===== src/rtl/apb_fabric.sv =====
// APB fabric: one master fans out to NUM_SLAVES address-decoded slaves.
// A single transfer is in flight at a time: IDLE -> SETUP -> ACCESS -> RESP,
// or IDLE -> RESP directly on a decode miss. Errored transfers are counted
// and their address is recorded. A sticky flag records any timeout.
module apb_fabric #(
  parameter int unsigned                         ADDR_WIDTH = 32,
  parameter int unsigned                         DATA_WIDTH = 32,
  parameter int unsigned                         NUM_SLAVES = 5,
  parameter logic [NUM_SLAVES*ADDR_WIDTH-1:0]    SLV_BASE   = '0,
  parameter logic [NUM_SLAVES*ADDR_WIDTH-1:0]    SLV_MASK   = '0,
  parameter int unsigned                         TIMEOUT    = 255
) (
  input  logic                             clk,
  input  logic                             rts_n,
  input  logic [ADDR_WIDTH-1:0]            m_paddr,
  input  logic [DATA_WIDTH-1:0]            m_pdata,
  output logic [DATA_WIDTH-1:0]            m_prdata,
  input  logic                             m_psel,
  input  logic                             m_penable,
  input  logic                             m_pwrite,
  input  logic [DATA_WIDTH/8-1:0]          m_pstb,
  output logic                             m_pready,
  output logic                             m_perr,
  output logic [ADDR_WIDTH-1:0]            s_paddr,
  output logic [DATA_WIDTH-1:0]            s_pdata,
  output logic [DATA_WIDTH/8-1:0]          s_pstb,
  output logic                             s_pwrite,
  output logic [NUM_SLAVES-1:0]            s_psel,
  output logic [NUM_SLAVES-1:0]            s_penable,
  input  logic [NUM_SLAVES*DATA_WIDTH-1:0] s_prdata,
  input  logic [NUM_SLAVES-1:0]            s_pready,
  input  logic [NUM_SLAVES-1:0]            s_perr,
  output logic [7:0]                       err_count,
  output logic [ADDR_WIDTH-1:0]            err_addr,
  output logic                             timeout_flag
);

  localparam int unsigned StbW = DATA_WIDTH / 8;
  localparam int unsigned IdxW = (NUM_SLAVES > 1) ? $clog2(NUM_SLAVES) : 1;
  localparam logic [15:0] TmoVal = 16'(TIMEOUT);

  typedef enum logic [1:0] {StIdle, StSetup, StAccess, StResp} state_e;

  state_e                  state_q, state_d;
  logic [ADDR_WIDTH-1:0]   paddr_q, paddr_d;
  logic [DATA_WIDTH-1:0]   pdata_q, pdata_d;
  logic [StbW-1:0]         pstb_q, pstb_d;
  logic                    pwrite_q, pwrite_d;
  logic [IdxW-1:0]         idx_q, idx_d;
  logic [15:0]             wait_q, wait_d;
  logic [DATA_WIDTH-1:0]   prdata_q, prdata_d;
  logic                    perr_q, perr_d;
  logic [7:0]              err_cnt_q, err_cnt_d;
  logic [ADDR_WIDTH-1:0]   err_addr_q, err_addr_d;
  logic                    tmo_q, tmo_d;

  logic                    hit;
  logic [IdxW-1:0]         hit_idx;
  logic                    sel_ready;
  logic                    sel_err;
  logic [DATA_WIDTH-1:0]   sel_rdata;

  // Address decode; scanning downward lets the lowest matching index win.
  always_comb begin
    hit     = 1'b0;
    hit_idx = '0;
    for (int i = int'(NUM_SLAVES) - 1; i >= 0; i--) begin
      if ((m_paddr & SLV_MASK[i*ADDR_WIDTH +: ADDR_WIDTH]) ==
          SLV_BASE[i*ADDR_WIDTH +: ADDR_WIDTH]) begin
        hit     = 1'b1;
        hit_idx = IdxW'(i);
      end
    end
  end

  // Pick the response of the selected slave only; all others are ignored.
  always_comb begin
    sel_ready = 1'b0;
    sel_err   = 1'b0;
    sel_rdata = '0;
    for (int i = 0; i < int'(NUM_SLAVES); i++) begin
      if (idx_q == IdxW'(i)) begin
        sel_ready = s_pready[i];
        sel_err   = s_perr[i];
        sel_rdata = s_prdata[i*DATA_WIDTH +: DATA_WIDTH];
      end
    end
  end

  // Next-state logic; response data defaults to zero so it is only non-zero in RESP.
  always_comb begin
    state_d    = state_q;
    paddr_d    = paddr_q;
    pdata_d    = pdata_q;
    pstb_d     = pstb_q;
    pwrite_d   = pwrite_q;
    idx_d      = idx_q;
    wait_d     = wait_q;
    prdata_d   = '0;
    perr_d     = 1'b0;
    err_cnt_d  = err_cnt_q;
    err_addr_d = err_addr_q;
    tmo_d      = tmo_q;
    unique case (state_q)
      StIdle: begin
        if (m_psel && !m_penable) begin
          paddr_d  = m_paddr;
          pdata_d  = m_pdata;
          pstb_d   = m_pstb;
          pwrite_d = m_pwrite;
          idx_d    = hit_idx;
          if (hit) begin
            state_d = StSetup;
          end else begin
            state_d = StResp;
            perr_d  = 1'b1;
          end
        end
      end
      StSetup: begin
        state_d = StAccess;
        wait_d  = '0;
      end
      StAccess: begin
        // Ready is tested first so it wins over a coincident timeout.
        if (sel_ready) begin
          state_d  = StResp;
          prdata_d = sel_rdata;
          perr_d   = sel_err;
        end else if (wait_q == TmoVal) begin
          state_d = StResp;
          perr_d  = 1'b1;
          tmo_d   = 1'b1;
        end else begin
          wait_d = wait_q + 16'd1;
        end
      end
      StResp: begin
        state_d = StIdle;
        if (perr_q) begin
          if (err_cnt_q != 8'hFF) begin
            err_cnt_d = err_cnt_q + 8'd1;
          end
          err_addr_d = paddr_q;
        end
      end
      default: state_d = StIdle;
    endcase
  end

  // State and datapath registers with synchronous active-low reset.
  always_ff @(posedge clk) begin
    if (!rts_n) begin
      state_q    <= StIdle;
      paddr_q    <= '0;
      pdata_q    <= '0;
      pstb_q     <= '0;
      pwrite_q   <= 1'b0;
      idx_q      <= '0;
      wait_q     <= '0;
      prdata_q   <= '0;
      perr_q     <= 1'b0;
      err_cnt_q  <= '0;
      err_addr_q <= '0;
      tmo_q      <= 1'b0;
    end else begin
      state_q    <= state_d;
      paddr_q    <= paddr_d;
      pdata_q    <= pdata_d;
      pstb_q     <= pstb_d;
      pwrite_q   <= pwrite_d;
      idx_q      <= idx_d;
      wait_q     <= wait_d;
      prdata_q   <= prdata_d;
      perr_q     <= perr_d;
      err_cnt_q  <= err_cnt_d;
      err_addr_q <= err_addr_d;
      tmo_q      <= tmo_d;
    end
  end

  // Per-slave select/enable decoded from the registered state and index.
  always_comb begin
    s_psel    = '0;
    s_penable = '0;
    for (int i = 0; i < int'(NUM_SLAVES); i++) begin
      s_psel[i]    = ((state_q == StSetup) || (state_q == StAccess)) && (idx_q == IdxW'(i));
      s_penable[i] = (state_q == StAccess) && (idx_q == IdxW'(i));
    end
  end

  assign m_pready     = (state_q == StResp);
  assign m_prdata     = prdata_q;
  assign m_perr       = perr_q;
  assign s_paddr      = paddr_q;
  assign s_pdata      = pdata_q;
  assign s_pstb       = pstb_q;
  assign s_pwrite     = pwrite_q;
  assign err_count    = err_cnt_q;
  assign err_addr     = err_addr_q;
  assign timeout_flag = tmo_q;

endmodule


===== config.mk =====
export PLATFORM = sky130hd
export DESIGN_NAME = apb_fabric
export DESIGN_NICKNAME = d
export VERILOG_FILES = /design/src/rtl/apb_fabric.sv
export SDC_FILE = /design/constraint.sdc
export NUM_CORES = 1
export LEC_CHECK = 0
export ABC_AREA = 1
export CAP_MARGIN = 25
export CORE_AREA = 2 2 156 158
export DETAILED_ROUTE_END_ITERATION = 10
export DIE_AREA = 0 0 158 160
export SLEW_MARGIN = 30
export SYNTH_ARGS = -nofsm -noshare
export SYNTH_HDL_FRONTEND = slang
export SYNTH_SLANG_ARGS = --single-unit

===== constraint.sdc =====
create_clock -name clk -period 1.75 [get_ports clk]
set_input_delay 0.4375 -clock clk [delete_from_list [all_inputs] [get_ports clk]]
set_output_delay 0.4375 -clock clk [all_outputs]
set_load 0.01 [all_outputs]

==> results.ini <==
[outcome]
outcome = finished, final reports clean

[cells_and_area]
diodes = 0
final_cells = 1404
final_nets = 1317
postLayoutCoreUtil_pct = 41.6
final_area_um2 = 9900
drive_gt1_share_pct = 9.81
syn_to_final_growth_pct = 59.7

[synthesis]
async_flop_share_pct = 0
ys_seq_elements = 161
yosysSeqAreaShare_pct = 52.0
ys_top_cells_by_area = dfxtp_1, a21oi_1, nand2_1
ys_types = 29
synth_common_cells = dfxtp_1, nand2_1, a21oi_1
syn_area_um2 = 6200
synthFlopType = dfxtp_1
syn_inst = 805
synth_most_common_cell = dfxtp_1
synth_top_area_share_pct = 52.0
synth_top_cell_by_area = dfxtp_1
ys_warn_count = 0
synth-edff-count = 0
synth_area_per_cell_um2 = 7.70

[placement]
preCtsSetupSlack_ps = -94.6
place_inst = 1371
placement.io_buffers = 252
dp_hpwl_um = 13500
gp_congestion = 0.820
place_area_um2 = 9270

[floorplan]
die_w_um = 158
rows = 57
start_util_pct = 26.0
die_area_um2 = 25300
core-area_um2 = 23800
die_h_um = 160
io_pins = 397

[setup_path]
worst_ep_required_time_ps = 1310
worstPathArrival_ps = 1260
cp_max_fo = 2
r2r_slack_ps = 170
cpMaxStageDelayCell = clkdlybuf4s50_1
rr_endpoint = state_q[0]
cp-start-kind = register
ff2ff_path_depth = 9
worstSetupPathType = reg2out
critPathCaptureType = output port
critPathTopFamily = buffers and inverters
reg2reg_from = state_q[1]
critPathBufInv = 1
crit_chain = clkdlybuf4s50_1
crit_path_max_incr_delay_ps = 530

[global_routing]
overflow = 0
grt_pass1_vias = 5657
antenna_found_initial = 0
grt_pass1_wl_um = 29600
grt_usage_pct = 14.8
grt_max_degree = 60

[timing]
rsz0062_at_grt = no
min_period_ps = 1700
setup_viol = 0
fmax_ghz = 0.590
worst_clock_skew_ps = 16.0
hold_viol_final = 0
slew_viol_final = 0
timing.hold.ws_ps = 455
fin_crit_sh_pct = 96.9
postLayoutSetupSlackWorst_ps = 53.9

[pwr]
ir_worst_vdd_mv = 0.623
power.leakage_nw = 4.91
pwr_density_cell_nw_per_um2 = 1080

[clock_tree]
clock_latency_ps = 430
cts_htree_levels = 4
clockRootBuffer = clkbuf_16
cts_tree = built
cts_made_buffers = 17
ctsLongestPathBuffers = 2
ctsHoldBuffers = 0
clock-sinks = 161
clk_pin_slew_ps = 70

[detailed_routing]
dr.pass1.iters = 4
drc = 0
finalWirelength_um = 18900
dr_total_vias = 6060
drtIter0Drc = 293
vias_per_cell = 4.32
drt-wirelength-per-cell_um = 13.5
postRouteAntennaNets = 0

[flow_run]
maxCapViolCount = 0

[min_path]
hold_path_depth = 2
min_to = timeout_flag
worstHoldStart = timeout_flag
hold_path.class = reg2reg

state kept, by name, indices dropped and copies added, names as in the netlist:
name          cells
m_perr            1
m_prdata         32
s_pstb            4
s_pdata          32
timeout_flag      1
s_pwrite          1
wait_q           16
err_addr         32
s_paddr          32
state_q           2
err_count         8
what timing repair did:
action	in CTS	in global routing
resized for setup	114	48
setup buffers	0	1
setup endpoints to repair	101	48
per-layer routing:
metal	track usage, %	share of wire (%)	vias up
met3	5.83	9.7	16
met1	18.8	44	2742
met4	4.26	1.0	0
met2	23.1	45	209
met5	0	0	-
li1	-	-	3093
cell families (layout without fill, tap and decap cells):
| logic type | Yosys count | after routing | share of synthesized area [%] |
|---|---|---|---|
| buffers and inverters | 145 | 413 | 9.75 |
| other | 1 | 8 | 0.0605 |
| XOR/XNOR | 7 | 7 | 0.989 |
| AO/OA/AOI/OAI | 183 | 183 | 15.0 |
| adder cells (fa/ha/maj) | 7 | 7 | 1.41 |
| flip-flops | 161 | 161 | 52.0 |
| AND/OR/NAND/NOR | 301 | 301 | 20.8 |
tightest hold or removal path, stage by stage, from the launching register on:
cell	delay [ps]
dfxtp_1	320
nand2_1	50
nand2_1	40
worst max path at each step:
stage | startpoint | end | slack [ps] | cells after the start
after floorplan | state_q[0] | wait_q[14] | 200 | 10
final | err_addr[24] | err_addr[24] | 50 | 1
after global routing | m_prdata[27] | m_prdata[27] | 2 | 1
after detailed placement | m_psel | s_paddr[18] | -90 | 7
after CTS | state_q[0] | s_psel[0] | -40 | 3
after global placement | m_psel | s_paddr[18] | -80 | 7
stage by stage:
stage               power [mW]  setup TNS (ps)
global placement          7.13            -752
floorplan                 5.64               0
global route              11.3               0
finish                    10.7               0
CTS                       10.8           -43.8
detailed placement        7.16           -1340
placed cells by master (no fill, tap or decap), types with 5 or more instances in the layout:
master           netlist  routed
inv_1                 88      86
nand3_1               70      70
nand4_1                7       7
dlymetal6s2s_1         0      34
clkinv_4               0       5
o21ai_0               63      63
nor2_1                79      78
dlygate4sd2_1          0      98
clkinv_8               0       7
clkbuf_16              0      17
xor2_1                 5       5
nand2_1              129     127
a21oi_1              113     112
dfxtp_1              161     157
buf_12                 0       7
nand2_2                4       5
conb_1                 1       8
clkdlybuf4s50_1        0     116
buf_4                  9      32
where the power goes:
part	switching [mW]	internal (mW)
clock network	1.79	1.93
registers	0.162	3.99
logic	1.56	1.27
cell type report:
cell class	count	area (µm²)
Fill cell	2457	13900
Sequential cell	161	3230
Timing Repair Buffer	291	2850
Multi-Input combinational cell	506	2460
Clock buffer	17	425
Tap cell	324	405
Inverter	90	338
Clock inverter	15	189
(Power assumes the default switching activity.)
